--- src/rtl/camera_emulator_pkg.sv ---
// Shared types and default timing for the camera-sensor emulator.
// Define D_SIM to shrink the INT delay to something a simulation can wait for.
package camera_emu_pkg;

   typedef enum logic [1:0] {
      IDLE  = 2'd0,
      BURST = 2'd1,
      WAIT  = 2'd2
   } state_e;

   localparam bit LK_ALTERNATE = 1'b0;
   localparam bit LK_EVERY     = 1'b1;

   localparam int DEF_DETECT_TIMEOUT = 8;
`ifdef D_SIM
   localparam int DEF_INT_DELAY      = 12;
`else
   localparam int DEF_INT_DELAY      = 12004;
`endif
   localparam int DEF_CNT_W          = 32;
   localparam int DEF_FRAME_W        = 8;

   // Host-facing level outputs, registered together.
   typedef struct packed {
      logic intr;
      logic lookup;
      logic busy;
   } emu_out_t;

endpackage

--- src/rtl/camera_emulator_sclk_activity_mon.sv ---
// SCLK synchroniser, both-polarity edge detector and burst idle timer.
// active stays high while the burst continues into the next CLK cycle.
module sclk_activity_mon #(
   parameter int DETECT_TIMEOUT = 8
) (
   input  logic CLK,
   input  logic RST_N,
   input  logic SCLK,
   input  logic EN,
   output logic edge_pulse,
   output logic active
);

   localparam int             TW     = $clog2(DETECT_TIMEOUT + 1);
   localparam logic [TW-1:0]  T_LOAD = TW'(DETECT_TIMEOUT);
   localparam logic [TW-1:0]  T_ONE  = TW'(1);

   logic          sync_q1, sync_q2, sync_prev;
   logic [TW-1:0] timer_q;

   // The synchroniser keeps tracking while disabled so re-enabling never
   // produces a stale edge.
   always_ff @(posedge CLK or negedge RST_N) begin
      if (!RST_N) begin
         sync_q1   <= 1'b0;
         sync_q2   <= 1'b0;
         sync_prev <= 1'b0;
         timer_q   <= '0;
      end else begin
         sync_q1   <= SCLK;
         sync_q2   <= sync_q1;
         sync_prev <= sync_q2;
         if (EN) begin
            if (edge_pulse)
               timer_q <= T_LOAD;
            else if (timer_q != '0)
               timer_q <= timer_q - T_ONE;
         end
      end
   end

   assign edge_pulse = EN && (sync_q2 != sync_prev);
   assign active     = edge_pulse || (timer_q > T_ONE);

endmodule

--- src/rtl/camera_emulator.sv ---
// Camera-sensor emulator: SCLK bursts -> LOOKUP, delayed INT, frame count
// and sticky overrun when a new burst interrupts a pending INT delay.
module camera_emulator
   import camera_emu_pkg::*;
#(
   parameter int DETECT_TIMEOUT = DEF_DETECT_TIMEOUT,
   parameter int INT_DELAY      = DEF_INT_DELAY,
   parameter int CNT_W          = DEF_CNT_W,
   parameter int FRAME_W        = DEF_FRAME_W,
   parameter bit LOOKUP_MODE    = LK_ALTERNATE
) (
   input  logic               CLK,
   input  logic               RST_N,
   input  logic               SCLK,
   input  logic               EN,
   input  logic               OVR_CLR,
   output logic               INT,
   output logic               LOOKUP,
   output logic               BUSY,
   output logic               OVERRUN,
   output logic [FRAME_W-1:0] FRAME_CNT
);

   localparam logic [CNT_W-1:0] CNT_LAST = CNT_W'(INT_DELAY - 1);
   localparam logic [CNT_W-1:0] CNT_ONE  = CNT_W'(1);

   state_e             state_q, state_d;
   emu_out_t           out_q, out_d;
   logic [CNT_W-1:0]   cnt_q, cnt_d;
   logic [FRAME_W-1:0] frame_q, frame_d;
   logic               phase_q, phase_d;
   logic               ovr_q, ovr_d;
   logic               start, ovr_set;
   logic               edge_pulse, active;

   sclk_activity_mon #(
      .DETECT_TIMEOUT (DETECT_TIMEOUT)
   ) u_mon (
      .CLK        (CLK),
      .RST_N      (RST_N),
      .SCLK       (SCLK),
      .EN         (EN),
      .edge_pulse (edge_pulse),
      .active     (active)
   );

   always_ff @(posedge CLK or negedge RST_N) begin
      if (!RST_N) begin
         state_q <= IDLE;
         out_q   <= '0;
         cnt_q   <= '0;
         frame_q <= '0;
         phase_q <= 1'b0;
         ovr_q   <= 1'b0;
      end else begin
         state_q <= state_d;
         out_q   <= out_d;
         cnt_q   <= cnt_d;
         frame_q <= frame_d;
         phase_q <= phase_d;
         ovr_q   <= ovr_d;
      end
   end

   always_comb begin
      state_d = state_q;
      out_d   = out_q;
      cnt_d   = cnt_q;
      frame_d = frame_q;
      phase_d = phase_q;
      start   = 1'b0;
      ovr_set = 1'b0;

      if (!EN) begin
         state_d = IDLE;
         out_d   = '0;
      end else begin
         case (state_q)
            IDLE: begin
               start = edge_pulse;
            end
            BURST: begin
               if (!active) begin
                  state_d     = WAIT;
                  out_d.busy  = 1'b0;
                  out_d.lookup = (LOOKUP_MODE == LK_EVERY) ? 1'b1 : phase_q;
                  cnt_d       = '0;
               end
            end
            WAIT: begin
               if (edge_pulse) begin
                  // New burst before INT fired: drop the pending frame.
                  ovr_set = 1'b1;
                  start   = 1'b1;
               end else if (cnt_q == CNT_LAST) begin
                  state_d    = IDLE;
                  out_d.intr = 1'b1;
                  frame_d    = frame_q + 1'b1;
               end else begin
                  cnt_d = cnt_q + CNT_ONE;
               end
            end
            default: state_d = IDLE;
         endcase

         if (start) begin
            state_d      = BURST;
            out_d.intr   = 1'b0;
            out_d.lookup = 1'b0;
            out_d.busy   = 1'b1;
            if (LOOKUP_MODE == LK_ALTERNATE)
               phase_d = ~phase_q;
         end
      end

      // Set beats clear; both are ignored while disabled.
      if (ovr_set)
         ovr_d = 1'b1;
      else if (EN && OVR_CLR)
         ovr_d = 1'b0;
      else
         ovr_d = ovr_q;
   end

   assign INT       = out_q.intr;
   assign LOOKUP    = out_q.lookup;
   assign BUSY      = out_q.busy;
   assign OVERRUN   = ovr_q;
   assign FRAME_CNT = frame_q;

endmodule

--- config.mk ---
export PLATFORM = sky130hd
export DESIGN_NAME = camera_emulator
export DESIGN_NICKNAME = d
export VERILOG_FILES = /design/src/rtl/camera_emulator_pkg.sv /design/src/rtl/camera_emulator_sclk_activity_mon.sv /design/src/rtl/camera_emulator.sv
export SDC_FILE = /design/constraint.sdc
export NUM_CORES = 1
export LEC_CHECK = 0
export CORE_ASPECT_RATIO = 1.4
export CORE_MARGIN = 4
export CORE_UTILIZATION = 59
export CTS_CLUSTER_DIAMETER = 80
export DETAILED_ROUTE_END_ITERATION = 10
export PLACE_DENSITY = 0.75
export SETUP_SLACK_MARGIN = 0.02
export SLEW_MARGIN = 0
export SYNTH_ARGS = -nofsm -noshare
export SYNTH_HDL_FRONTEND = slang
export SYNTH_HIERARCHICAL = 1
export SYNTH_SLANG_ARGS = --single-unit
--- constraint.sdc ---
create_clock -name CLK -period 3.7 [get_ports CLK]
set_clock_uncertainty 0.05 [all_clocks]
set_input_delay 1.11 -clock CLK [delete_from_list [all_inputs] [get_ports CLK]]
set_output_delay 1.11 -clock CLK [all_outputs]
set_load 0.02 [all_outputs]
==> results.json, run 1 <==
{
  "setup_slack_ns": 0.330,
  "ctsHoldBuffers": 0,
  "clk_pin_slew_ns": 0.09,
  "vias": 2276,
  "ctsResizeCount": 0,
  "drtAntennaViolNets": 0,
  "yosysSeqAreaShare_pct": 47.5,
  "powerDensity_nw_per_um2": 387,
  "cts_tree": "built",
  "final-hold-violation-count": 0,
  "final_cell_mix": "54 x dfrtp_1, 23 x nor2_1, 20 x nand2_1",
  "end_kind": "register",
  "synthCells": 283,
  "leakage_uw": 0.00137,
  "cp-start-kind": "input port",
  "ios": 17,
  "setup_viol": 0,
  "wire_per_inst_um": 15.7,
  "postSynth.asyncResetShare_pct": 100,
  "holdWs_ns": 0.304,
  "vias_per_cell": 6.15,
  "drv_slew": 0,
  "avgSynthCellArea_um2": 10.1,
  "cp_top_family": "simple AND/OR/NAND/NOR gates",
  "start_util_pct": 61.8,
  "syn_nets": 292,
  "final.period_utilization_pct": 91.1,
  "worst-path-max-fanout": 9,
  "fmax_ghz": 0.297,
  "ir_drop_v": 0.000226,
  "ys_ff_latch": 54,
  "drive_gt1_share_pct": 10.4,
  "cts_sinks": 54,
  "drv_cap": 0,
  "ys.flop_type": "dfrtp_1",
  "critPathMaxStageDelay_ns": 0.54,
  "ys_warn_count": 6,
  "cts_made_buffers": 5,
  "num_rows": 29,
  "slowest_stage": "or4_1",
  "syn_area_um2": 2850,
  "grt_max_degree": 45,
  "max_slew_margin_pct": 34.2,
  "final_common_cell": "dfrtp_1",
  "routabilityCongestion": 0.796,
  "drt_iter0_markers": 135,
  "die_area_um2": 6020,
  "grt_use_total_pct": 20.8,
  "worst_ep_arrival_time_ns": 3.56,
  "die_x_um": 66.7,
  "first_pass_iters": 4,
  "place_hpwl_mm": 4.15,
  "drc_errors": 0,
  "cp_num_buf_inv": 1,
  "antenna_cells": 0,
  "core_area_um2": 4610,
  "cp_cell_sequence": "clkdlybuf4s50_1 -> and2_1 -> or4_4 -> nand4bb_1 -> o21ai_1 -> nand2_1 -> or4_1 -> a21oi_1",
  "syn2layout_area_growth_pct": 12.7,
  "yosysUniqueCellTypes": 51,
  "status": "finished clean",
  "fin_crit_ns": 3.37,
  "fp.dieH_um": 90.2,
  "tightest_slew_ns": 0.988,
  "nNetsFinal": 316,
  "grt_antenna_before_repair": 0,
  "dp_slack_ns": 0.0138,
  "insertion_delay_ns": 0.31,
  "globalRouteOverflowTotal": 0,
  "synth_edf_count": 0,
  "h-tree-depth": 2,
  "wl_mm": 5.80,
  "clockBufferDepth": 2,
  "grt_setup_unrepaired": "false",
  "grt_pass1_wl_mm": 9.92,
  "required_ns": 3.89,
  "grt_pass1_vias": 2213,
  "ctsRootBufferMaster": "clkbuf_8",
  "hold_path_class": "register to register",
  "tns_ns": 0,
  "port_buffers": 16,
  "post_cts_buffers": 0,
  "path_class": "input port to register"
}
-- area by class of cell --
| type | instances | area, um2 |
|---|---|---|
| tap | 62 | 77.6 |
| timing repair buffer | 27 | 238 |
| clock inverter | 2 | 13.8 |
| inverter | 7 | 26.3 |
| multi-input combinational | 212 | 1430 |
| clock buffer | 6 | 72.6 |
| fill | 367 | 1400 |
| sequential | 54 | 1350 |
-- routing by layer --
layer	wire length, um	part of all wire (%)	track usage (%)
met5	0	0	0
met3	181	3.1	3.62
met2	3000	52	35.6
met4	140	2.4	7.63
met1	2480	43	25.6
-- state kept, by name (all words and copies together) (netlist names), 2 cells and up --
register       cells
cnt_q             32
u_mon/timer_q      4
state_q            2
FRAME_CNT          8
-- worst reg2reg max path, cell delays in order (launching register included) --
cell and delay [ns]:
dfrtp_1 0.41, xor2_1 0.18, and2_1 0.19, or4_4 0.49, nand4bb_1 0.23, o21ai_1 0.21
nand2_1 0.26, or4_1 0.54, a21oi_1 0.15
-- synthesized netlist by cell type (all sizes together), types with 2 or more instances --
master | number | area [um2]
nand2 | 20 | 75.1
nor4bb | 2 | 20.0
o21a | 2 | 15.0
inv | 7 | 26.3
and3 | 3 | 23.8
o31ai | 10 | 75.1
nor4b | 2 | 17.5
clkbuf | 7 | 26.3
xnor2 | 3 | 26.3
nor2b | 3 | 18.8
or3 | 6 | 37.5
nor4 | 10 | 103
nor3b | 2 | 15.0
dfrtp | 54 | 1350
ha | 4 | 50.1
and4 | 4 | 35.0
a21oi | 15 | 75.1
or4 | 12 | 97.6
o21ai | 16 | 80.1
and2 | 4 | 25.0
buf | 3 | 27.5
xor2 | 18 | 158
nand2b | 3 | 18.8
nor3 | 2 | 10.0
nor2 | 23 | 86.3
nand4 | 15 | 115
nand3 | 16 | 80.1
mux2i | 2 | 20.0
-- through the flow --
step / utilization, % / total power, uW / cell area [um2] / std cells
finish: 69.6 / 1240 / 3210 / 370
floorplan: - / 848 / 2850 / 283
detailed placement: 67.8 / 926 / 3120 / 362
global placement: 67.8 / 918 / 3120 / 362
CTS: 69.6 / 1250 / 3210 / 370
global route: 69.6 / 1310 / 3210 / 370
-- where the power goes --
part	switching (uW)	internal, uW	leakage (uW)
registers	44.6	639	0.000724
clock network	193	134	0.0000452
logic	124	106	0.000604
total	361	880	0.00137
-- final timing paths --
check	cells past startpoint	slack [ns]	endpoint	startpoint
worst max-delay path	8	0.33	cnt_q[28]	EN
worst min-delay path	0	0.30	u_mon/sync_q2	u_mon/sync_q1
worst max register to register	8	0.93	cnt_q[28]	u_mon/sync_q2
worst min register to register	0	0.30	u_mon/sync_q2	u_mon/sync_q1
max in group asynchronous	2	1.98	u_mon/sync_q1	RST_N
min in group asynchronous	1	0.91	cnt_q[26]	RST_N
-- cell families (layout without fill, tap and decap cells) --
logic type	count (synthesis)	count (layout)	synth area share [%]
multiplexers	3	3	1.10
XOR/XNOR	21	21	6.46
buffers and inverters	17	42	2.81
AND/OR/NAND/NOR	133	133	29.3
adder cells (fa/ha/maj)	4	4	1.76
flip-flops	54	54	47.5
AO/OA/AOI/OAI	51	51	11.1
(Power assumes the default switching activity.)
==> inputs of run 2 (changes only) <==
--- a/config.mk
+++ b/config.mk
@@ -6,9 +6,9 @@
 export NUM_CORES = 1
 export LEC_CHECK = 0
 export CORE_ASPECT_RATIO = 1.4
-export CORE_MARGIN = 4
 export CORE_UTILIZATION = 59
 export CTS_CLUSTER_DIAMETER = 80
+export CTS_CLUSTER_SIZE = 25
 export DETAILED_ROUTE_END_ITERATION = 10
 export PLACE_DENSITY = 0.75
 export SETUP_SLACK_MARGIN = 0.02
==> run 2 against run 1 <==
- flip-flop and latch count unchanged
- clock-buffer cell count unchanged
- first-iteration DRC count down 30%
- total power up 0.98%
==> results.json, run 2 (synthesis results as in run 1) <==
{
  "grt_pass1_vias": 2177,
  "post_cts_buffers": 0,
  "insertion_delay_ns": 0.31,
  "final_common_cell": "dfrtp_1",
  "final_cell_mix": "54 x dfrtp_1, 23 x nor2_1, 20 x nand2_1",
  "cts_made_buffers": 5,
  "antenna_cells": 0,
  "ctsHoldBuffers": 0,
  "nNetsFinal": 316,
  "grt_pass1_wl_mm": 9.88,
  "clk_pin_slew_ns": 0.09,
  "r2r_start": "u_mon/timer_q[1]",
  "clockBufferDepth": 2,
  "cts_sinks": 54,
  "grt_setup_unrepaired": "false",
  "routabilityCongestion": 0.840,
  "worst-path-max-fanout": 9,
  "path_class": "input port to register",
  "stdcell_count": 370,
  "final_cell_area_um2": 3220,
  "core_area_um2": 4570,
  "final-hold-violation-count": 0,
  "worst_ep_arrival_time_ns": 3.63,
  "ctsResizeCount": 0,
  "ctsRootBufferMaster": "clkbuf_8",
  "cp_num_buf_inv": 1,
  "regMostFlops": "cnt_q",
  "critPathLaunch": "EN",
  "min_from": "u_mon/sync_q1",
  "place_hpwl_mm": 4.07,
  "first_pass_iters": 5,
  "syn2layout_area_growth_pct": 13.1,
  "tightest_slew_ns": 0.803,
  "grt_max_degree": 30,
  "num-fill-cells": 377,
  "vias": 2269,
  "wire_per_inst_um": 15.6,
  "cp_cell_sequence": "clkdlybuf4s50_1 -> and2_1 -> or4_4 -> nand4bb_1 -> o21ai_1 -> nand2_1 -> or4_1 -> a21oi_1",
  "die_area_um2": 5110,
  "final.period_utilization_pct": 93.2,
  "hold_path_class": "register to register",
  "fin_crit_ns": 3.45,
  "port_buffers": 16,
  "drc_errors": 0,
  "ios": 17,
  "ir_drop_v": 0.000265,
  "vias_per_cell": 6.13,
  "die_x_um": 60.7,
  "tns_ns": 0,
  "status": "finished clean",
  "cp_top_family": "simple AND/OR/NAND/NOR gates",
  "globalRouteOverflowTotal": 0,
  "num_rows": 29,
  "grt_antenna_before_repair": 0,
  "cp-start-kind": "input port",
  "critPathMaxStageDelay_ns": 0.55,
  "leakage_uw": 0.00137,
  "final_core_util_pct": 70.4,
  "placed_area_um2": 3120,
  "fmax_ghz": 0.290,
  "powerDensity_nw_per_um2": 389,
  "largest_register_ffs": 32,
  "slowest_stage": "or4_1",
  "drv_slew": 0,
  "drtAntennaViolNets": 0,
  "post-place-cells": 362,
  "max_slew_margin_pct": 46.0,
  "drt_iter0_markers": 94,
  "start_util_pct": 62.3,
  "cts_tree": "built",
  "end_kind": "register",
  "grt_use_total_pct": 25.6,
  "drive_gt1_share_pct": 10.7,
  "h-tree-depth": 2,
  "wl_mm": 5.76,
  "fp.dieH_um": 84.2,
  "setup_viol": 0,
  "drv_cap": 0,
  "required_ns": 3.88
}
==> run 2: cell count changes in the layout (fill, tap and decap cells not counted), sizes merged <==
| cell | delta |
|---|---|
| clkinvlp | +1 |
| clkinv | -1 |
==> run 2: worst reg2reg max path, cell delays in order (launching register included) <==
cell and delay, ns:
dfrtp_1 0.40, inv_1 0.10, ha_1 0.24, nor2_1 0.07, or4_4 0.46, nand4bb_1 0.23
o21ai_1 0.21, nand2_1 0.27, or4_1 0.55, a21oi_1 0.17
==> run 2: through the flow <==
stage | setup slack (ns) | power [uW] | hold slack (ns)
6_report | 0.250 | 1250 | 0.320
2_1_floorplan | 0.475 | 848 | 0.281
4_1_cts | 0.258 | 1260 | 0.326
3_5_place_dp | -0.0393 | 923 | 0.292
5_1_grt | 0.115 | 1320 | 0.334
3_3_place_gp | 0.0243 | 913 | 0.286
==> run 2: area by class of cell <==
type | instances | area (um2) | area share (%)
flip-flops and latches | 54 | 1350 | 42.0
inverters | 7 | 26.3 | 0.816
clock buffers | 6 | 82.6 | 2.57
clock inverters | 2 | 12.5 | 0.389
well taps | 62 | 77.6 | 2.41
multi-input cells | 212 | 1430 | 44.4
repair buffers | 27 | 238 | 7.39
==> run 2: power breakdown <==
part | internal [uW] | total (uW) | switching [uW]
clock | 151 | 343 | 192
combinational | 100 | 225 | 125
sequential | 639 | 685 | 46.0
total | 891 | 1250 | 362
==> run 2: final timing paths <==
kind                            endpoint  slack (ns)  depth (start not counted)
min reg2reg                u_mon/sync_q2        0.32                          0
max in group asynchronous   FRAME_CNT[1]        2.09                          2
max                            cnt_q[30]        0.25                          8
min                        u_mon/sync_q2        0.32                          0
max reg2reg                    cnt_q[30]        0.89                          9
min in group asynchronous      cnt_q[28]        0.74                          1
==> run 2: per-layer routing <==
layer / vias to the layer above / global-route usage (%) / routed length (um)
li1: 1101 / - / -
met1: 1133 / 32.7 / 2540
met2: 27 / 43.5 / 3020
met3: 8 / 4.62 / 114
met4: 0 / 7.64 / 77
met5: - / 0 / 0
==> inputs of run 3 (changes only) <==
--- a/config.mk
+++ b/config.mk
@@ -12,7 +12,7 @@
 export DETAILED_ROUTE_END_ITERATION = 10
 export PLACE_DENSITY = 0.75
 export SETUP_SLACK_MARGIN = 0.02
-export SLEW_MARGIN = 0
+export SLEW_MARGIN = 20
 export SYNTH_ARGS = -nofsm -noshare
 export SYNTH_HDL_FRONTEND = slang
 export SYNTH_HIERARCHICAL = 1
==> results of run 3 <==
Final layout, timing and power as in run 2 (identical DEF).
